`src/rtl/mini_src_pkg.sv`:
```
// mini_src_pkg: shared opcode constants, FSM state encoding and op-class enum
// for the Mini-SRC control sequencer.
package mini_src_pkg;
   localparam logic [4:0] OP_ADD  = 5'b00011;
   localparam logic [4:0] OP_SUB  = 5'b00100;
   localparam logic [4:0] OP_AND  = 5'b00101;
   localparam logic [4:0] OP_OR   = 5'b00110;
   localparam logic [4:0] OP_SHR  = 5'b00111;
   localparam logic [4:0] OP_SHRA = 5'b01000;
   localparam logic [4:0] OP_SHL  = 5'b01001;
   localparam logic [4:0] OP_ROR  = 5'b01010;
   localparam logic [4:0] OP_ROL  = 5'b01011;
   localparam logic [4:0] OP_MUL  = 5'b01111;
   localparam logic [4:0] OP_DIV  = 5'b10000;
   localparam logic [4:0] OP_NOP  = 5'b11010;
   localparam logic [4:0] OP_HALT = 5'b11011;

   typedef enum logic [3:0] {HALT_S, T0, T1, T2, T3, T4, T5, T6} state_t;

   typedef enum logic [2:0] {RTYPE, MULDIV, NOP, HALT, ILLEGAL} op_cls_t;
endpackage

```
`src/rtl/cu_decode.sv`:
```
// cu_decode: opcode to op-class map; MUL/DIV are only recognised when
// CU_MULDIV_EN is defined, otherwise they decode as ILLEGAL.
import mini_src_pkg::*;

module cu_decode (
   input  logic [4:0] i_opcode,
   output op_cls_t    o_cls
);
   always_comb begin
      case (i_opcode)
         OP_ADD, OP_SUB, OP_AND, OP_OR, OP_SHR,
         OP_SHRA, OP_SHL, OP_ROR, OP_ROL: o_cls = RTYPE;
`ifdef CU_MULDIV_EN
         OP_MUL, OP_DIV:                  o_cls = MULDIV;
`endif
         OP_NOP:                          o_cls = NOP;
         OP_HALT:                         o_cls = HALT;
         default:                         o_cls = ILLEGAL;
      endcase
   end
endmodule

```
`src/rtl/control_sequencer.sv`:
```
// control_sequencer: hardwired Mini-SRC control FSM (fetch T0-T2, execute T3-T6).
// Optional MUL/DIV sequence enabled by defining CU_MULDIV_EN.
import mini_src_pkg::*;

module control_sequencer #(
   parameter int OPW = 5
) (
   input  logic           clock,
   input  logic           clear,
   input  logic           start,
   input  logic           stop,
   input  logic           mem_ready,
   input  logic [31:0]    IR,
   output logic           PCout,
   output logic           Zhighout,
   output logic           Zlowout,
   output logic           MDRout,
   output logic           HIout,
   output logic           LOout,
   output logic           MARin,
   output logic           PCin,
   output logic           MDRin,
   output logic           IRin,
   output logic           Yin,
   output logic           Zhighin,
   output logic           Zlowin,
   output logic           HIin,
   output logic           LOin,
   output logic           IncPC,
   output logic           Read,
   output logic           Gra,
   output logic           Grb,
   output logic           Grc,
   output logic           Rin,
   output logic           Rout,
   output logic [OPW-1:0] alu_op,
   output logic           run,
   output logic           illegal_op
);
   state_t  r_state;
   state_t  w_next;
   state_t  w_eoi;
   op_cls_t w_cls;
   logic    r_stop_pend;
   logic    r_illegal;
   logic    w_rt;
   logic    w_md;
   logic    w_unused_ir;

   cu_decode u_dec (
      .i_opcode (IR[31:27]),
      .o_cls    (w_cls)
   );

   assign w_rt        = w_cls == RTYPE;
   assign w_md        = w_cls == MULDIV;
   assign w_unused_ir = ^IR[26:0];
   // a stop arriving in the final execute cycle still counts as seen
   assign w_eoi       = (r_stop_pend || stop) ? HALT_S : T0;

   always_comb begin
      w_next = r_state;
      case (r_state)
         HALT_S:  w_next = (start && !stop) ? T0 : HALT_S;
         T0:      w_next = T1;
         T1:      w_next = mem_ready ? T2 : T1;
         T2:      w_next = T3;
         T3:      w_next = (w_cls == HALT) ? HALT_S : (w_rt || w_md) ? T4 : w_eoi;
         T4:      w_next = T5;
         T5:      w_next = w_md ? T6 : w_eoi;
`ifdef CU_MULDIV_EN
         T6:      w_next = w_eoi;
`endif
         default: w_next = HALT_S;
      endcase
   end

   always_ff @(posedge clock) begin
      if (clear) begin
         r_state     <= HALT_S;
         r_stop_pend <= 1'b0;
         r_illegal   <= 1'b0;
      end else begin
         r_state     <= w_next;
         r_stop_pend <= (r_state != HALT_S) && (w_next != HALT_S) && (r_stop_pend || stop);
         if (r_state == T3 && w_cls == ILLEGAL) r_illegal <= 1'b1;
      end
   end

   assign PCout      = r_state == T0;
   assign MARin      = r_state == T0;
   assign IncPC      = r_state == T0;
   assign Zlowin     = r_state == T0 || r_state == T4;
   assign Zlowout    = r_state == T1 || r_state == T5;
   assign PCin       = r_state == T1 && mem_ready;
   assign Read       = r_state == T1;
   assign MDRin      = r_state == T1;
   assign MDRout     = r_state == T2;
   assign IRin       = r_state == T2;
   assign Yin        = r_state == T3 && (w_rt || w_md);
   assign Rout       = (r_state == T3 || r_state == T4) && (w_rt || w_md);
   assign Gra        = (r_state == T3 && w_md) || (r_state == T5 && w_rt);
   assign Grb        = (r_state == T3 && w_rt) || (r_state == T4 && w_md);
   assign Grc        = r_state == T4 && w_rt;
   assign Rin        = r_state == T5 && w_rt;
   assign Zhighin    = r_state == T4 && w_md;
   assign LOin       = r_state == T5 && w_md;
   assign Zhighout   = r_state == T6 && w_md;
   assign HIin       = r_state == T6 && w_md;
   assign HIout      = 1'b0;
   assign LOout      = 1'b0;
   assign alu_op     = (r_state == T4) ? IR[31:32-OPW] : '0;
   assign run        = r_state != HALT_S;
   assign illegal_op = r_illegal;
endmodule
```
`config.mk`:
```
export PLATFORM = sky130hd
export DESIGN_NAME = control_sequencer
export DESIGN_NICKNAME = d
export VERILOG_FILES = /design/src/rtl/mini_src_pkg.sv /design/src/rtl/cu_decode.sv /design/src/rtl/control_sequencer.sv
export SDC_FILE = /design/constraint.sdc
export NUM_CORES = 1
export LEC_CHECK = 0
export ABC_AREA = 1
export BUFFER_PORTS_ARGS = -buffer_cell sky130_fd_sc_hd__buf_2
export CAP_MARGIN = 15
export CORE_MARGIN = 2
export CORE_UTILIZATION = 31
export CTS_CLUSTER_DIAMETER = 120
export CTS_CLUSTER_SIZE = 8
export DETAILED_ROUTE_END_ITERATION = 12
export PLACE_DENSITY_LB_ADDON = 0.1
export SYNTH_ARGS = -nofsm -noshare
export SYNTH_HDL_FRONTEND = slang
export SYNTH_SLANG_ARGS = --single-unit
```
`constraint.sdc`:
```
create_clock -name clock -period 2.34 [get_ports clock]
set_input_delay 0.351 -clock clock [delete_from_list [all_inputs] [get_ports clock]]
set_output_delay 0.351 -clock clock [all_outputs]
set_load 0.02 [all_outputs]
```
* Yosys cells after proc, flatten, opt, wreduce, memory -nomap -nowiden
Memory sizes are Yosys's and may differ from the RTL's.
Index checks and enable logic that the tools add are counted.
** Cells by class
- Reduce and logical (&&, ||, !) cells :: 26
- Muxes and demuxes :: 8
- Equality and inequality tests :: 10
** Operators by type and width (number)
- 3-bit case mux with 7 select lines :: 1
- 4-bit by 3-bit == test with 1-bit output (second input constant) :: 4
- 1-bit logical AND :: 14
- 3-bit 2-to-1 mux :: 3
- 4-bit by 2-bit == test with 1-bit output (second input constant) :: 2
- 4-bit nonzero test :: 2
- 1-bit logical OR :: 7
- 5-bit 2-to-1 mux :: 1
- 4-bit by 1-bit == test with 1-bit output (second input constant) :: 1
- 4-bit logical NOT :: 1
- 3-bit by 1-bit == test with 1-bit output (second input constant) :: 1
- 3-bit by 2-bit == test with 1-bit output (second input constant) :: 1
- 3-bit == test (second input constant) :: 1
- 3-bit logical NOT :: 1
- 1-bit 2-to-1 mux :: 3
- 1-bit logical NOT :: 1
** Storage, ports and cells
- Input port bits :: 37
- Output and inout bits :: 29
- Register bits :: 6
- ROM bits :: 96
- Word-level logic and storage cells :: 48
- Memories kept :: 1
** Memory list
- (name not given) :: depth 32, bits a word 3, rd ports 1, clocked after memory_dff 0, write ports 0, line cu_decode.sv:10 : case (i_opcode)

* Longest topological paths before layout
An unclocked memory read counts as a cell.
- Depth in word-level cells :: 9
- Depth in mapped cells :: 8
- Gate-level depth less buffers :: 8

* Cells and area by module
Synthesis repeated with hierarchy kept, for this count alone.
** Unflattened totals
- Cells, all modules :: 100
- Area total of the unflattened synthesis :: 593.1 sq um
** Modules (own cells, without submodules)
- control_sequencer :: area an instance 533.0 sq um, sequential area each 100.1 sq um, instances 1, cells each 90
- cu_decode :: area an instance 60.1 sq um, sequential area each 0.0 sq um, instances 1, cells each 10

* Worst setup path after synthesis
Ideal clock, no wire load.
- Path kind :: reg2out
- From :: register r_state[1]
- To :: output port Read
- Data arrival time :: 1.326 ns
- Buffers on the path :: 1
- Setup slack :: 0.663 ns
- Stages on the path, launching flop included :: 4
- Required time :: 1.989 ns
- Cells stage by stage :: dfxtp_1 > inv_2 > nor3_1 > buf_4
** Between the ends
- Longest elaborated chain between the ends :: 1
** RTL lines
- start, declared :: line control_sequencer.sv:40 : state_t r_state;
- start signal, assigned :: line control_sequencer.sv:84 : r_state <= w_next;
- 4-bit by 2-bit == test with 1-bit output
- end, declared :: line control_sequencer.sv:30 : output logic Read,
No other way between the ends.

* Worst setup path after layout
- From :: register r_state[2]
- To :: output port Yin
** Between the ends
- Longest elaborated chain between the ends :: 2
** RTL lines
- 4-bit by 3-bit == test with 1-bit output :: line control_sequencer.sv:100 : assign Yin = r_state == T3 && (w_rt || w_md);
- 1-bit logical AND :: line control_sequencer.sv:100
- end, declared :: line control_sequencer.sv:24 : output logic Yin,
No other way between the ends.

==> results.txt <==
----------------------------------------------------
[Status]
  Status ... complete, no violations

[Critical path]
  Critical Path, Cell by Cell ... inv_2 > nor3_2 > nand3_2 > inv_1 > buf_2
  Cell with the largest stage delay on the worst path ... sky130_fd_sc_hd__dfxtp_1
  Worst Setup Start Kind ... flop
  Buffer and inverter count on the worst path ... 3
  Reg2Reg Launch Point ... r_state[1]
  Cell count of the worst reg-to-reg path ... 7
  Family with the most delay on the worst path ... flip-flops
  Setup CP Type ... flop to output port
  CP endpoint kind ... output port
  Max stage delay on crit path ... ~0.41 ns
  Data arrival time of the critical path ... roughly 1.4 ns
  CP required ... 1.99 ns
  Peak fanout along the critical path ... 7
  End of the worst register-to-register path ... r_stop_pend
  Register-to-Register Setup Slack ... ~1.1 ns

[Placement]
  Total of buffers placed on input and output ports ... 32
  Detailed-placement wirelength estimate ... between 900 and 1000 um
  Worst setup slack before clock tree synthesis ... just over 0.7 ns
  Placer congestion estimate ... around 0.83

[Synthesis]
  Number of instances in the synthesized netlist ... about 80
  Netlist area before placement ... 469 um^2
  Number of storage elements in the synthesis netlist ... 5
  Mapped Avg Cell Area ... about 6.0 um^2
  Post-synthesis sequential area ratio ... a little over a fifth
  Yosys synthesis warning count ... 0
  Post-synthesis cell type count ... 16

[Detailed routing]
  Residual antenna-violating net count after detailed routing ... 0
  Routed wire per std cell ... 9.34 um
  Remaining routing DRC violations ... 0
  Wirelength, routed ... between 1000 and 1500 um
  Vias post-DR ... approximately 550
  Drt via density ... 4.42
  First drt pass iteration count ... 3
  DRC violation total after the first TritonRoute iteration ... 4

[STA]
  Worst-case setup margin in the final layout ... around 0.60 ns
  F_max ... 575 MHz
  Final Max Tran Viols ... 0
  Minimum clock period ... between 1.5 and 2 ns
  RSZ-0062 raised after global routing ... false
  Ratio of final minimum period to clock period ... 74.3%
  Final Hold Fails ... 0
  Number of setup violations in the final report ... 0
  Post-route clock skew ... ~0.0015 ns
  Final total negative setup slack ... 0 ns

[GRT]
  Global routing usage summed across all routing layers ... a little over an eighth
  Remaining Overflow, GRT ... 0
  Number of antenna violations at the first check in global routing ... 0
  Global-route wire length before repair ... roughly 1800 um
  Largest net degree at the start of global routing ... 9
  Number of global-route vias before repair ... between 400 and 500

[Die]
  Chip height ... between 40 and 50 um
  Effective utilization at floorplan ... 32.3%
  Total die area ... around 1800 um^2
  DIE WIDTH ... ~43 um
  Top-level I/O count ... 66
  Number of core rows ... 14
  Placeable core area ... between 1000 and 1500 um^2

[Finish]
  Commonest non-fill, non-tap cell in the layout ... sky130_fd_sc_hd__buf_2
  Share of post-route cells with drive strength above 1 ... roughly two fifths
  Most used cells in the layout excluding fill and tap cells ... sky130_fd_sc_hd__buf_2, sky130_fd_sc_hd__nor2_1, sky130_fd_sc_hd__inv_1
  Layout Area Growth over Synthesis ... 32.0%
  Antenna diode instance count ... 0
  Final standard cell utilization of the core ... a little over two fifths
  # nets final ... between 100 and 150

[Run]
  Maxcap violations ... 0

[Hold path]
  Number of cells on the worst hold path ... 2
  Hold wc startpoint ... clear
  Sink of the worst hold path ... r_state[2]
  Worst Hold Class ... primary input to flop

[Clocking]
  Clock tree root buffer cell ... sky130_fd_sc_hd__clkbuf_4
  Post-cts hold buffer count ... 0
  Setup Buffers After CTS ... 0
  CTS tree ... yes
  Maximum level of the CTS H-tree ... 1
  Clock Pin Slew Worst Setup and Hold Paths ... ~0.04 ns
  Post-cts repair resize count ... 0
  Later-pin clock latency in the skew report ... 0.24 ns
  CTS Buf Count ... 3
  CTS Sinks ... 5
  Maximum count of clock buffers along a single path ... 2

[Power and ir drop]
  Power density relative to cell area ... ~450 nW/um^2
  Max IR drop VDD ... roughly 0.25 mV
  P_leak ... 0.430 nW

----------------------------------------------------
## metrics by stage
stage	std cells	hold slack, ns	instance area, um^2	power, mW
after floorplan	83	0.420	488	0.164
after global placement	121	0.469	593	0.179
after detailed placement	121	0.490	593	0.179
after CTS	125	0.326	619	0.282
after global routing	125	0.345	619	0.299
final	125	0.333	619	0.278
## cell usage after synthesis
library cell	instances	share of area (%)
sky130_fd_sc_hd__nor2_1	16	13
sky130_fd_sc_hd__inv_1	12	9.6
sky130_fd_sc_hd__buf_4	10	16
sky130_fd_sc_hd__nand2_1	10	8.0
sky130_fd_sc_hd__dfxtp_1	5	21
sky130_fd_sc_hd__nand3_1	5	5.3
sky130_fd_sc_hd__inv_2	3	2.4
sky130_fd_sc_hd__nand3_2	3	6.4
sky130_fd_sc_hd__nor3_1	3	3.2
sky130_fd_sc_hd__a31oi_1	2	2.7
sky130_fd_sc_hd__nand4_1	2	2.7
sky130_fd_sc_hd__nor2_2	2	2.7
sky130_fd_sc_hd__nor4_1	2	2.7
sky130_fd_sc_hd__conb_1	1	0.80
sky130_fd_sc_hd__nand2_2	1	1.3
sky130_fd_sc_hd__nor3_2	1	2.1
## sequential cells by signal, summed over array words and instances, names as in the netlist
signal       cells
illegal_op       1
r_state          3
r_stop_pend      1
## logic make-up (layout without fill, tap and decap cells)
family | Yosys count | after routing | share of synthesized area [%]
flops | 5 | 5 | 21.3
buf+inv | 25 | 51 | 28.0
compound gates | 2 | 2 | 2.67
simple gates | 45 | 45 | 47.2
other cells | 1 | 6 | 0.799
## layer usage
layer / wire [um] / track usage, % / vias to the layer above
met5: 0 / 0 / -
met4: 10 / 3.75 / 0
met3: 103 / 3.83 / 2
met2: 538 / 23.0 / 21
met1: 513 / 15.2 / 239
li1: - / - / 291
## worst max-delay path by stage
| stage | depth (start not counted) | to | start | slack (ns) |
|---|---|---|---|---|
| 6_report | 5 | Yin | r_state[2] | 0.60 |
| 5_1_grt | 5 | Yin | r_state[2] | 0.49 |
| 3_5_place_dp | 8 | Gra | IR[28] | 0.72 |
| 3_3_place_gp | 8 | Rin | IR[28] | 0.77 |
| 4_1_cts | 5 | Yin | r_state[2] | 0.59 |
| 2_1_floorplan | 3 | Read | r_state[1] | 0.66 |
## report_power, final
part / internal [mW] / leakage (nW) / switching [mW]
combinational: 0.0252 / 0.375 / 0.0578
sequential: 0.0889 / 0.0406 / 0.00588
clock: 0.0645 / 0.0150 / 0.0357
total: 0.179 / 0.430 / 0.0994
## layout make-up
cell class / count / area (um^2)
well taps: 16 / 20.0
fillers: 172 / 835
inverters: 15 / 56.3
repair buffers: 32 / 160
flip-flops and latches: 5 / 100
clock buffers: 4 / 26.3
multi-input cells: 53 / 256
## worst reg2reg max path, delay by kind of cell, from the launching register on
| family | cells | cell delay [ns] |
|---|---|---|
| flops | 1 | 0.45 |
| buf+inv | 1 | 0.10 |
| simple gates | 6 | 0.55 |
Power figures use the tool's default switching activity.
